==> config.mk <==
export PLATFORM = sky130hd
export DESIGN_NAME = aes_spi_slave_frontend
export DESIGN_NICKNAME = d
export VERILOG_FILES = /design/src/rtl/aes_spi_pkg.sv /design/src/rtl/spi_edge_sync.sv /design/src/rtl/aes_spi_slave_frontend.sv
export SDC_FILE = /design/constraint.sdc
export NUM_CORES = 2
export LEC_CHECK = 0
export CAP_MARGIN = 0
export CELL_PAD_IN_SITES_DETAIL_PLACEMENT = 1
export CELL_PAD_IN_SITES_GLOBAL_PLACEMENT = 1
export CORE_UTILIZATION = 37
export DETAILED_ROUTE_END_ITERATION = 10
export PLACE_DENSITY_LB_ADDON = 0.1
export SETUP_SLACK_MARGIN = 0.05
export SLEW_MARGIN = 20
export SYNTH_ARGS = -nofsm -noshare
export SYNTH_HDL_FRONTEND = slang
export SYNTH_SLANG_ARGS = --single-unit
==> constraint.sdc <==
create_clock -name clk -period 2.7 [get_ports clk]
set_input_delay 0.54 -clock clk [delete_from_list [all_inputs] [get_ports clk]]
set_output_delay 0.54 -clock clk [all_outputs]
set_load 0.1 [all_outputs]
==> src/rtl/aes_spi_pkg.sv <==
// Shared constants and state encoding for the AES SPI slave front-end.
package aes_spi_pkg;

   localparam int unsigned CNT_W = 9;

   localparam logic [1:0] KEY128 = 2'b00;
   localparam logic [1:0] KEY192 = 2'b01;
   localparam logic [1:0] KEY256 = 2'b10;

   localparam logic [CNT_W-1:0] LEN_KEY128 = 9'd130;
   localparam logic [CNT_W-1:0] LEN_KEY192 = 9'd194;
   localparam logic [CNT_W-1:0] LEN_KEY256 = 9'd258;
   localparam logic [CNT_W-1:0] LEN_MSG    = 9'd128;

   typedef enum logic [1:0] {
      S_KEY  = 2'd0,
      S_MSG  = 2'd1,
      S_WAIT = 2'd2,
      S_SEND = 2'd3
   } state_t;

   // Required key-frame length (code + key bits); code 11 has no valid length.
   function automatic logic [CNT_W-1:0] key_frame_len(input logic [1:0] code);
      case (code)
         KEY128:  return LEN_KEY128;
         KEY192:  return LEN_KEY192;
         KEY256:  return LEN_KEY256;
         default: return '0;
      endcase
   endfunction

endpackage

==> src/rtl/spi_edge_sync.sv <==
// Multi-flop synchroniser with rise/fall detection for an asynchronous SPI line.
module spi_edge_sync #(
   parameter int unsigned STAGES = 2
) (
   input  logic clk,
   input  logic d,
   output logic rise_c,
   output logic fall_c
);

   logic [STAGES-1:0] sync_q;
   logic              prev_q;

   // Free-running so a line already low at reset release yields no false edge.
   always_ff @(posedge clk) begin
      sync_q <= {sync_q[STAGES-2:0], d};
      prev_q <= sync_q[STAGES-1];
   end

   assign rise_c =  sync_q[STAGES-1] & ~prev_q;
   assign fall_c = ~sync_q[STAGES-1] &  prev_q;

endmodule

==> src/rtl/aes_spi_slave_frontend.sv <==
// Oversampling SPI slave that deframes key/message frames for an AES core
// and serialises the core result back on sdo.
module aes_spi_slave_frontend
   import aes_spi_pkg::*;
#(
   parameter int unsigned SYNC_STAGES = 2,
   parameter int unsigned BLK_W       = 128,
   parameter int unsigned KEY_W       = 256
) (
   input  logic             clk,
   input  logic             rst,
   input  logic             cs_n,
   input  logic             sclk,
   input  logic             sdi,
   output logic             sdo,
   output logic [KEY_W-1:0] key_o,
   output logic [1:0]       key_len_o,
   output logic             key_load,
   output logic [BLK_W-1:0] blk_o,
   output logic             blk_start,
   input  logic [BLK_W-1:0] res_i,
   input  logic             res_valid,
   output logic             frame_err,
   output logic             rd_underrun
);

   localparam int unsigned      KIDX_W  = $clog2(KEY_W);
   localparam logic [CNT_W-1:0] MSG_LEN = CNT_W'(BLK_W);
   localparam logic [CNT_W-1:0] KEY_CAP = CNT_W'(KEY_W);

   logic sclk_rise, sclk_fall, cs_rise, cs_fall;
   logic [SYNC_STAGES-1:0] sdi_q;
   logic sdi_s;

   state_t state, state_nx;
   logic armed, res_ok;
   logic [CNT_W-1:0] bit_cnt;
   logic [1:0] code_sr;
   logic [KEY_W-1:0] key_sr;
   logic [BLK_W-1:0] blk_sr, res_q, tx_sr;

   logic key_load_nx, blk_start_nx, frame_err_nx, rd_underrun_nx;
   logic res_latch, res_clear;
   logic frame_end_c;
   logic [CNT_W-1:0] key_idx_c;

   spi_edge_sync #(.STAGES(SYNC_STAGES)) u_sclk_sync (
      .clk    (clk),
      .d      (sclk),
      .rise_c (sclk_rise),
      .fall_c (sclk_fall)
   );

   spi_edge_sync #(.STAGES(SYNC_STAGES)) u_cs_sync (
      .clk    (clk),
      .d      (cs_n),
      .rise_c (cs_rise),
      .fall_c (cs_fall)
   );

   // Same depth as sclk so sdi is aligned with the detected sclk edge.
   always_ff @(posedge clk) begin
      sdi_q <= {sdi_q[SYNC_STAGES-2:0], sdi};
   end
   assign sdi_s = sdi_q[SYNC_STAGES-1];

   assign frame_end_c = cs_rise & armed;
   assign key_idx_c   = bit_cnt - CNT_W'(2);

   always_ff @(posedge clk) begin
      if (rst) state <= S_KEY;
      else     state <= state_nx;
   end

   always_comb begin
      state_nx       = state;
      key_load_nx    = 1'b0;
      blk_start_nx   = 1'b0;
      frame_err_nx   = 1'b0;
      rd_underrun_nx = 1'b0;
      res_latch      = 1'b0;
      res_clear      = 1'b0;
      case (state)
         S_KEY: begin
            if (frame_end_c) begin
               if (code_sr != 2'b11 && bit_cnt == key_frame_len(code_sr)) begin
                  key_load_nx = 1'b1;
                  state_nx    = S_MSG;
               end else begin
                  frame_err_nx = 1'b1;
               end
            end
         end
         S_MSG: begin
            if (frame_end_c) begin
               if (bit_cnt == MSG_LEN) begin
                  blk_start_nx = 1'b1;
                  state_nx     = S_WAIT;
               end else begin
                  frame_err_nx = 1'b1;
               end
            end
         end
         S_WAIT: begin
            res_latch = res_valid;
            // A result arriving mid-frame is held until that frame closes.
            if (frame_end_c) begin
               rd_underrun_nx = ~res_valid;
               if (res_valid || res_ok) state_nx = S_SEND;
            end else if (!armed && !cs_fall && (res_valid || res_ok)) begin
               state_nx = S_SEND;
            end
         end
         S_SEND: begin
            if (frame_end_c) begin
               if (bit_cnt == MSG_LEN) begin
                  res_clear = 1'b1;
                  state_nx  = S_KEY;
               end else begin
                  frame_err_nx = 1'b1;
               end
            end
         end
         default: state_nx = S_KEY;
      endcase
   end

   always_ff @(posedge clk) begin
      if (rst) begin
         sdo         <= 1'b0;
         key_o       <= '0;
         key_len_o   <= KEY128;
         key_load    <= 1'b0;
         blk_o       <= '0;
         blk_start   <= 1'b0;
         frame_err   <= 1'b0;
         rd_underrun <= 1'b0;
         armed       <= 1'b0;
         res_ok      <= 1'b0;
         bit_cnt     <= '0;
         code_sr     <= '0;
         key_sr      <= '0;
         blk_sr      <= '0;
         res_q       <= '0;
         tx_sr       <= '0;
      end else begin
         key_load    <= key_load_nx;
         blk_start   <= blk_start_nx;
         frame_err   <= frame_err_nx;
         rd_underrun <= rd_underrun_nx;

         if (key_load_nx) begin
            key_o     <= key_sr;
            key_len_o <= code_sr;
         end
         if (blk_start_nx) blk_o <= blk_sr;

         if (res_latch)      res_q <= res_i;
         else if (res_clear) res_q <= '0;

         if (res_latch)             res_ok <= 1'b1;
         else if (state != S_WAIT)  res_ok <= 1'b0;

         // Receive side: bits beyond the key field are counted, never stored.
         if (cs_fall) begin
            armed   <= 1'b1;
            bit_cnt <= '0;
            code_sr <= '0;
            key_sr  <= '0;
         end else if (cs_rise) begin
            armed <= 1'b0;
         end else if (armed && sclk_rise) begin
            if (bit_cnt != '1) bit_cnt <= bit_cnt + CNT_W'(1);
            if (state == S_KEY) begin
               if (bit_cnt < CNT_W'(2))      code_sr <= {code_sr[0], sdi_s};
               else if (key_idx_c < KEY_CAP) key_sr[KIDX_W'(key_idx_c)] <= sdi_s;
            end else if (state == S_MSG) begin
               blk_sr <= {blk_sr[BLK_W-2:0], sdi_s};
            end
         end

         // Transmit side: every read frame restarts from the first result bit.
         if (state == S_SEND && cs_fall) begin
            tx_sr <= res_q;
            sdo   <= res_q[BLK_W-1];
         end else if (state == S_SEND && armed) begin
            if (sclk_fall) begin
               tx_sr <= {tx_sr[BLK_W-2:0], 1'b0};
               sdo   <= tx_sr[BLK_W-2];
            end
         end else begin
            sdo <= 1'b0;
         end
      end
   end

endmodule

==> metrics.cfg <==
[critical_path]
max_stage_delay_ns = 0.67
crit_chain = buf_4 > nor3_2 > a31o_2 > buf_12 > a211o_1 > o21ai_0 > a21oi_1
cp.arrival_ns = 3.17
worstSetupStartpointType = flip-flop
worst_path_max_delay_cell = a211o_1
cp_data_required_time_ns = 3.33
end_kind = flip-flop
worst-path-max-fanout = 33
critPathBufInv = 2
crit_family = compound AO/OA/AOI/OAI gates
crit_type = flip-flop to flip-flop

[sta]
final_hold_viol_count = 0
rsz0062_at_grt = no
finalSetupViolations = 0
finalClockSkew_ns = 0.0197
final_max_slew_viol_count = 0
relSlewSlack_pct = 30.6
holdWs_ns = 0.130
tns_ns = 0
tightest_slew_ns = 1.04
fmax_ghz = 0.395
post-route-min-period_ns = 2.53
finalCritPeriodShare_pct = 93.8

[synth]
synth_top_area_share_pct = 53.0
netlist_top_cells_area = dfxtp_1, nand2_1, a21oi_1
syn-num-nets = 4977
synth_edf_count = 0
yosysTopAreaCell = dfxtp_1
ys_top_cells_by_count = nand2_1, dfxtp_1, a21oi_1, clkbuf_1, nand3_1
yosysMostFrequentCell = nand2_1
synth_async_sr_flop_share_pct = 0
syn_avg_cell_area_sq_um = 8.23
seq_area_frac_synth_pct = 53.0
ys_warn_count = 0
synth_cells = 4830
yosys_register_bits = 1053
ys_types = 65
synth_area_sq_um = 39800
synth-main-ff-cell = dfxtp_1

[layout]
final_nets = 5347
drive_gt1_share_pct = 15.1
syn_to_final_growth_pct = 26.1

[cts]
cts-root-buf = clkbuf_16
cts_tree = done
htreeDepth = 3
cts_buffer_depth = 3
cts_setup_buffers = 0
insertion_delay_ns = 0.71
cts_buffers = 115
cts_hold_buf = 0
clkTransAtPathRegs_ns = 0.06
cts.sinks = 1053

[placed_design]
gp_congestion = 0.819
hpwlAfterDp_mm = 89.6
io_buffers = 524

[route]
antenna_left = 0
drc = 0
wl_per_cell_um = 20.5
drtIter0Drc = 2283
highest_layer = met5
wl_met1_mm = 60.4
drt-total-wl_mm = 137
via_per_inst = 5.30
firstDrtPassIters = 5
wl_met2_mm = 64.6
met3WireLength_mm = 8.50
vias = 35400

[global_route]
grt_pass1_vias = 35500
antenna_found_initial = 3
gr-usage-all-layers_pct = 24.4
grt_pass1_wl_mm = 209
grt_max_degree = 144
grt_overflow = 0

[power]
switchingPower_mw = 7.10
power.density_nw_per_um2 = 656
clkPwrFrac_pct = 50.6
ir_worst_vdd_uv = 489
switching_share_pct = 21.6
pwr-share-comb_pct = 2.1
p_int_mw = 25.8
p_seq_share_pct = 47.3
p_leak_nw = 18.0

[floorplan]
dieWidth_um = 330
core_area_sq_um = 106000
ios = 525
initial_utilization_pct = 37.6
dieArea_sq_um = 109000
die_h_um = 330
rows = 119

[run_status]
status = completed

[job]
cap_violations = 0

[hold_path]
min_path_type = primary input to flip-flop

kinds of logic (layout without fill, tap and decap cells):
kind of cell / after synthesis / in the layout / synth area share (%)
AND/OR/NAND/NOR: 2097 / 2097 / 21.4
flip-flops: 1053 / 1053 / 53.0
AO/OA/AOI/OAI: 1045 / 1045 / 16.0
buffers and inverters: 437 / 900 / 4.49
multiplexers: 173 / 173 / 4.35
adder cells (fa/ha/maj): 13 / 13 / 0.409
XOR/XNOR: 12 / 12 / 0.264
other: 0 / 1 / 0
routing by layer:
layer / vias to the layer above / global-route usage [%]
met5: - / 0
met4: 4 / 6.50
met3: 172 / 5.52
met2: 732 / 40.1
met1: 17400 / 32.0
li1: 17100 / -
power groups by stage:
stage          clock network (mW)  logic (mW)  registers [mW]
2_1_floorplan                   0       0.321            15.9
3_3_place_gp                    0       0.706            15.9
3_5_place_dp                    0       0.701            15.9
4_1_cts                      17.0       0.703            15.6
5_1_grt                      17.7       0.743            15.5
6_report                     16.6       0.699            15.6
layout by cell type, fill, tap and decap left out, drive strengths merged, types with 102 or more instances in the layout:
cell type and instances:
nand2 1419, dfxtp 1053, a21oi 615, buf 550, nand3 320, nor2 280, mux2i 173, clkbuf 171
a22oi 134, clkdlybuf4s50 132, a311oi 127, o21ai 102
final timing paths:
path / cells past startpoint / end / startpoint / slack [ns]
max: 7 / key_sr[161] / bit_cnt[3] / 0.17
max reg2reg: 7 / key_sr[161] / bit_cnt[3] / 0.17
min: 2 / res_q[106] / rst / 0.13
min reg2reg: 0 / u_sclk_sync.sync_q[1] / u_sclk_sync.sync_q[0] / 0.33
state kept, by name, indices dropped and copies added, names as in the netlist:
| name | flops |
|---|---|
| armed | 1 |
| bit_cnt | 9 |
| blk_o | 128 |
| blk_sr | 128 |
| blk_start | 1 |
| code_sr | 2 |
| frame_err | 1 |
| key_len_o | 2 |
| key_load | 1 |
| key_o | 256 |
| key_sr | 256 |
| rd_underrun | 1 |
| res_ok | 1 |
| res_q | 128 |
| sdi_q | 2 |
| sdo | 1 |
| state | 2 |
| tx_sr | 127 |
| u_cs_sync.prev_q | 1 |
| u_cs_sync.sync_q | 2 |
| u_sclk_sync.prev_q | 1 |
| u_sclk_sync.sync_q | 2 |
metrics by stage:
stage	instance area (sq um)	setup slack [ns]	std cells	power, mW	util [%]
global placement	46100	0.199	6474	16.6	43.6
floorplan	39800	0.0552	4830	16.2	-
global route	50100	0.0521	6685	33.9	47.4
CTS	50100	0.155	6684	33.3	47.4
detailed placement	46100	0.150	6474	16.6	43.6
finish	50100	0.167	6685	32.9	47.4
repair_timing:
item                                    in CTS  in global routing
endpoints found under the setup margin       0                 37
gates resized for setup                      0                  7
endpoints found under the hold margin        0                  0
cell type report:
type,instances,area (sq um)
Fill cell,12400,55700
Clock inverter,39,633
Sequential cell,1053,21100
Antenna cell,1,2.50
Tap cell,1391,1740
Timing Repair Buffer,682,6060
Multi-Input combinational cell,3340,17200
Clock buffer,171,3390
Inverter,8,30.0
Power figures use the tool's default switching activity.
